## src/rtl/addsub_pipe_if.sv

```systemverilog
// addsub_pipe_if: operand/result valid-ready bundle for addsub_pipe.
interface addsub_pipe_if #(
  parameter int WIDTH     = 16,
  parameter int CNT_WIDTH = 8
);
  logic [WIDTH-1:0]     sig_as_ina;
  logic [WIDTH-1:0]     sig_as_inb;
  logic [1:0]           sig_as_op;
  logic                 sig_as_in_valid;
  logic                 sig_as_in_ready;
  logic [WIDTH:0]       sig_as_out;
  logic                 sig_as_zero;
  logic                 sig_as_out_valid;
  logic                 sig_as_out_ready;
  logic [CNT_WIDTH-1:0] sig_as_count;
  modport master (
    output sig_as_ina, sig_as_inb, sig_as_op, sig_as_in_valid, sig_as_out_ready,
    input  sig_as_in_ready, sig_as_out, sig_as_zero, sig_as_out_valid, sig_as_count
  );
  modport slave (
    input  sig_as_ina, sig_as_inb, sig_as_op, sig_as_in_valid, sig_as_out_ready,
    output sig_as_in_ready, sig_as_out, sig_as_zero, sig_as_out_valid, sig_as_count
  );
endinterface

```

## src/rtl/addsub_pipe.sv

```systemverilog
// addsub_pipe: two-stage valid/ready add/sub/absdiff/satsub unit with zero flag and delivery counter.
module addsub_pipe #(
  parameter int WIDTH     = 16,
  parameter int CNT_WIDTH = 8
) (
  input logic          sig_as_clock,
  input logic          sig_as_rst,
  addsub_pipe_if.slave bus
);
  logic                 s1_valid, s2_valid, s2_zero, adv2, in_ready, lt, zero;
  logic [WIDTH-1:0]     s1_a, s1_b;
  logic [1:0]           s1_op;
  logic [WIDTH:0]       s2_out, sum, diff, res;
  logic [CNT_WIDTH-1:0] count;
  assign adv2     = !s2_valid || bus.sig_as_out_ready;
  // in_ready follows out_ready combinationally so a full pipe refills without a bubble
  assign in_ready = !s1_valid || adv2;
  always_comb begin
    sum  = {1'b0, s1_a} + {1'b0, s1_b};
    diff = {1'b0, s1_a} - {1'b0, s1_b};
    lt   = diff[WIDTH];
    res  = s1_op == 2'd0 ? sum :
           s1_op == 2'd1 ? diff :
           s1_op == 2'd2 ? {lt, lt ? s1_b - s1_a : diff[WIDTH-1:0]} :
           lt ? {1'b1, {WIDTH{1'b0}}} : diff;
    zero = res[WIDTH-1:0] == '0;
  end
  always_ff @(posedge sig_as_clock or posedge sig_as_rst)
    if (sig_as_rst) begin
      s1_valid <= 1'b0;
      s1_a     <= '0;
      s1_b     <= '0;
      s1_op    <= '0;
      s2_valid <= 1'b0;
      s2_out   <= '0;
      s2_zero  <= 1'b0;
      count    <= '0;
    end else begin
      if (adv2) begin
        s2_valid <= s1_valid;
        s2_out   <= res;
        s2_zero  <= zero;
      end
      if (in_ready) begin
        s1_valid <= bus.sig_as_in_valid;
        s1_a     <= bus.sig_as_ina;
        s1_b     <= bus.sig_as_inb;
        s1_op    <= bus.sig_as_op;
      end
      if (s2_valid && bus.sig_as_out_ready) count <= count + CNT_WIDTH'(1);
    end
  assign bus.sig_as_in_ready  = in_ready;
  assign bus.sig_as_out       = s2_out;
  assign bus.sig_as_zero      = s2_zero;
  assign bus.sig_as_out_valid = s2_valid;
  assign bus.sig_as_count     = count;
endmodule

```

## src/flat_wrapper.sv

```systemverilog
// flat-port wrapper written by rule: the top's interface ports become plain ports
module addsub_pipe_flat 
#(
  parameter int WIDTH     = 16,
  parameter int CNT_WIDTH = 8
)
  (sig_as_clock, sig_as_rst, bus_sig_as_ina, bus_sig_as_inb, bus_sig_as_op, bus_sig_as_in_valid, bus_sig_as_out_ready, bus_sig_as_in_ready, bus_sig_as_out, bus_sig_as_zero, bus_sig_as_out_valid, bus_sig_as_count);
  addsub_pipe_if #(.WIDTH(WIDTH), .CNT_WIDTH(CNT_WIDTH)) bus_i ();
  input logic sig_as_clock;
  input logic sig_as_rst;
  input wire logic [$bits(bus_i.sig_as_ina)-1:0] bus_sig_as_ina;
  input wire logic [$bits(bus_i.sig_as_inb)-1:0] bus_sig_as_inb;
  input wire logic [$bits(bus_i.sig_as_op)-1:0] bus_sig_as_op;
  input wire logic [$bits(bus_i.sig_as_in_valid)-1:0] bus_sig_as_in_valid;
  input wire logic [$bits(bus_i.sig_as_out_ready)-1:0] bus_sig_as_out_ready;
  output wire logic [$bits(bus_i.sig_as_in_ready)-1:0] bus_sig_as_in_ready;
  output wire logic [$bits(bus_i.sig_as_out)-1:0] bus_sig_as_out;
  output wire logic [$bits(bus_i.sig_as_zero)-1:0] bus_sig_as_zero;
  output wire logic [$bits(bus_i.sig_as_out_valid)-1:0] bus_sig_as_out_valid;
  output wire logic [$bits(bus_i.sig_as_count)-1:0] bus_sig_as_count;
  assign bus_i.sig_as_ina = bus_sig_as_ina;
  assign bus_i.sig_as_inb = bus_sig_as_inb;
  assign bus_i.sig_as_op = bus_sig_as_op;
  assign bus_i.sig_as_in_valid = bus_sig_as_in_valid;
  assign bus_i.sig_as_out_ready = bus_sig_as_out_ready;
  assign bus_sig_as_in_ready = bus_i.sig_as_in_ready;
  assign bus_sig_as_out = bus_i.sig_as_out;
  assign bus_sig_as_zero = bus_i.sig_as_zero;
  assign bus_sig_as_out_valid = bus_i.sig_as_out_valid;
  assign bus_sig_as_count = bus_i.sig_as_count;
  addsub_pipe #(.WIDTH(WIDTH), .CNT_WIDTH(CNT_WIDTH)) u_core (.sig_as_clock(sig_as_clock), .sig_as_rst(sig_as_rst), .bus(bus_i));
endmodule
```

## config.mk

```make
export PLATFORM = sky130hd
export DESIGN_NAME = addsub_pipe_flat
export DESIGN_NICKNAME = d
export VERILOG_FILES = /design/src/rtl/addsub_pipe_if.sv /design/src/rtl/addsub_pipe.sv /design/src/flat_wrapper.sv
export SDC_FILE = /design/constraint.sdc
export NUM_CORES = 1
export LEC_CHECK = 0
export BUFFER_PORTS_ARGS = -buffer_cell sky130_fd_sc_hd__buf_4
export CAP_MARGIN = 20
export CELL_PAD_IN_SITES_DETAIL_PLACEMENT = 0
export CELL_PAD_IN_SITES_GLOBAL_PLACEMENT = 2
export CORE_MARGIN = 2
export CORE_UTILIZATION = 32
export DETAILED_ROUTE_END_ITERATION = 16
export MAX_ROUTING_LAYER = met4
export PLACE_DENSITY_LB_ADDON = 0.1
export SLEW_MARGIN = 20
export SYNTH_ARGS = -nofsm -noshare
export SYNTH_HDL_FRONTEND = slang
export SYNTH_SLANG_ARGS = --single-unit
```

## constraint.sdc

```tcl
create_clock -name sig_as_clock -period 2.9 [get_ports sig_as_clock]
set_input_delay 0.725 -clock sig_as_clock [delete_from_list [all_inputs] [get_ports sig_as_clock]]
set_output_delay 0.725 -clock sig_as_clock [all_outputs]
set_load 0.03 [all_outputs]
```

==> qor.txt <==
CP Launch Type: flop
top_reg_cell synth: dfrtp_1
CP Capture Type: flop
diode count: 0
Final Instance Area: 7722 µm²
power density over the cells: 700.9 nW/µm²
H-tree depth: 3
Layout Cells excl Fill: 1018
Clk Latency, worst-skew pair: 340 ps
CTS clk-pin slew, worst paths: 60 ps
most common library cells after synthesis: nand2_1, dfrtp_1, o21ai_0, inv_1, a21oi_1
dpl cells: 987
Chip Height: 127.8 µm
Ports: 66
number of synthesized flops with an enable pin: 0
NumNets Final: 914
Slew HR: 63.97%
clock root buffer: clkbuf_16
initial DRC count: 286
Worst Path Buf+Inv: 2
fillers: 1501
share of the synthesized area in the top cell type: 31.66%
Routed WL: 16760 µm
synthesized area: 4901 µm²
Synth cell types: 68
TritonCTS Buffers: 9
critical path's slowest cell: dfrtp_1
warnings from Yosys: 0
Slew @ Worst Pin: 539.7 ps
post-synth top area cell: dfrtp_1
top post-synthesis cells by area: dfrtp_1, ha_1, nand2_1
worst setup margin: -193.3 ps
Post-Syn Nets: 677
post-layout min period: 3093 ps
Area Growth Syn to Fin: 57.57%
final hold viol count: 0
area post-placement: 6819 µm²
failing checks: negative setup slack
WP data arrival: 3340 ps
Clock Skew: 10.73 ps
Initial Util: 32.48%
vias in the first global route: 5123
sequential element share of the synthesized area: 31.66%
status: complete, but fails checks
Congestion Overflow GR: 0
Max Slew Vio Count: 0
number of max-cap violations: 0
RSZ-0062 raised after global routing: true
routability congestion estimate: 0.9183
Vias: 5113
TritonCTS clock tree: built
clk buf depth: 2
Crit path largest cell delay: 390 ps
final setup fails: 3
maximum vdd ir drop: 0.2800 mV
Vias/cell: 5.023
Register Area: 1553 µm²
setup_tns: -232.3 ps
mean routed wirelength per cell: 16.47 µm
critical-path maximum fanout: 3
CTS Sinks: 62
leak pwr: 0.003643 µW
placement row count: 45
antenna-violating nets left: 0
FMAX: 323.3 MHz
Pre-antenna DRT Iters: 4
CP Class: reg -> reg
cts hold-fix bufs: 0
Avg Inst Size Synth: 8.335 µm²
DP HPWL: 13100 µm
CP top delay family: compound AO/OA/AOI/OAI gates
Syn Inst Count: 588
largest net degree at the start of global routing: 69
core area: 15090 µm²
most common cell in the netlist: nand2_1
layout cells sized above 1: 45.06%
initial antenna violation count: 0
Power Total: 5413 µW
die area: 16320 µm²
area taken by multi-input logic gates: 3481 µm²
Cell Chain, Critical Path: buf_4, ha_2, inv_1, fa_2, nor2_1, nor2_2, o221ai_4, a21oi_2, xnor2_2, a2111oi_4, o221ai_2, nor4_2, nand4_1, o31ai_2
worst hold path class: in -> async
Async SR Flop Fraction: 100.0%
GRT Total Usage: 21.75%
IO buf count: 65
Final Cycle Share: 106.7%
drt drc: 0
Critical Path RT: 3140 ps
number of synthesized register bits: 62
Hold Slack: 429.7 ps
die span in x: 127.8 µm
global-route wire length before repair: 27100 µm
-- state kept, by name (all words and copies together), names as in the netlist --
signal	count
u_core.s1_op	2
u_core.s1_a	16
u_core.bus.sig_as_out_valid	1
u_core.bus.sig_as_out	17
u_core.s1_valid	1
u_core.s1_b	16
u_core.bus.sig_as_zero	1
u_core.bus.sig_as_count	8
-- path summary, 6_finish.rpt --
path                                                        startpoint                                     end  slack, ps  cells after the start
worst max-delay path                        u_core.s1_b[0]$_DFFE_PP0P_      u_core.bus.sig_as_zero$_DFFE_PP0P_       -190                     14
worst min-delay path                                        sig_as_rst              u_core.s1_b[0]$_DFFE_PP0P_        430                      2
worst max register to register              u_core.s1_b[0]$_DFFE_PP0P_      u_core.bus.sig_as_zero$_DFFE_PP0P_       -190                     14
worst min register to register  u_core.bus.sig_as_count[7]$_DFFE_PP0P_  u_core.bus.sig_as_count[7]$_DFFE_PP0P_        470                      1
max in group asynchronous                                   sig_as_rst             u_core.s1_b[11]$_DFFE_PP0P_       1870                      3
min in group sig_as_clock       u_core.bus.sig_as_count[7]$_DFFE_PP0P_  u_core.bus.sig_as_count[7]$_DFFE_PP0P_        470                      1
-- per-stage QoR --
stage,util [%],setup WS [ps]
6_report,51.18,-193.3
2_1_floorplan,-,23.75
4_1_cts,49.49,-153.7
3_3_place_gp,45.19,-550.5
5_1_grt,51.18,-422.7
3_5_place_dp,45.19,-546.3
-- layout make-up --
cell class	count	area share [%]
Multi-Input combinational cell	443	45.07
Timing Repair Buffer	256	25.31
Sequential cell	62	20.11
Clock buffer	10	3.095
Tap cell	188	3.046
Inverter	53	2.576
Clock inverter	6	0.7939
-- cell families (layout without fill, tap and decap cells) --
logic type / after synthesis / count (layout) / share of synthesized area [%]
compound gates: 197 / 197 / 27.42
xor+xnor: 22 / 22 / 3.931
fa+ha+maj: 51 / 51 / 13.48
buf+inv: 83 / 325 / 7.199
flops: 62 / 62 / 31.66
mux: 4 / 4 / 0.8935
simple gates: 169 / 169 / 15.42
-- where the power goes --
part           internal, µW  switching (µW)  leakage, µW  total [µW]
sequential             1050             132     0.000739        1180
combinational          1490            1630      0.00276        3120
clock                   685             429     0.000148        1110
-- repair_timing --
| item | 4_1_cts | 5_1_grt |
|---|---|---|
| endpoints found under the setup margin | 11 | 12 |
| resized for setup | 58 | 42 |
| hold endpoints to repair | 0 | 0 |
| pin swaps | 18 | 27 |
| buffers inserted | 10 | 6 |
-- layout by cell type, fill, tap and decap left out, types with 6 or more instances in the layout --
cell       count
inv_1         47
clkbuf_16      9
ha_1          37
buf_4        252
a21oi_1       42
o21a_1         9
o21ai_0       49
o211ai_1       7
nand2_1       69
a21oi_2        8
xnor2_1       17
a21o_1         6
dfrtp_1       61
ha_4           7
inv_2          6
nor2_1        38
nand3_1       12
-- metal layers --
layer / GRT usage, % / routed length [µm] / up-vias
li1: - / - / 2546
met1: 29.71 / 8133 / 2445
met2: 34.07 / 7844 / 106
met3: 2.337 / 522 / 16
met4: 6.723 / 262 / 0
met5: - / 0 / -
No activity file was read; power rests on OpenSTA's default activity.
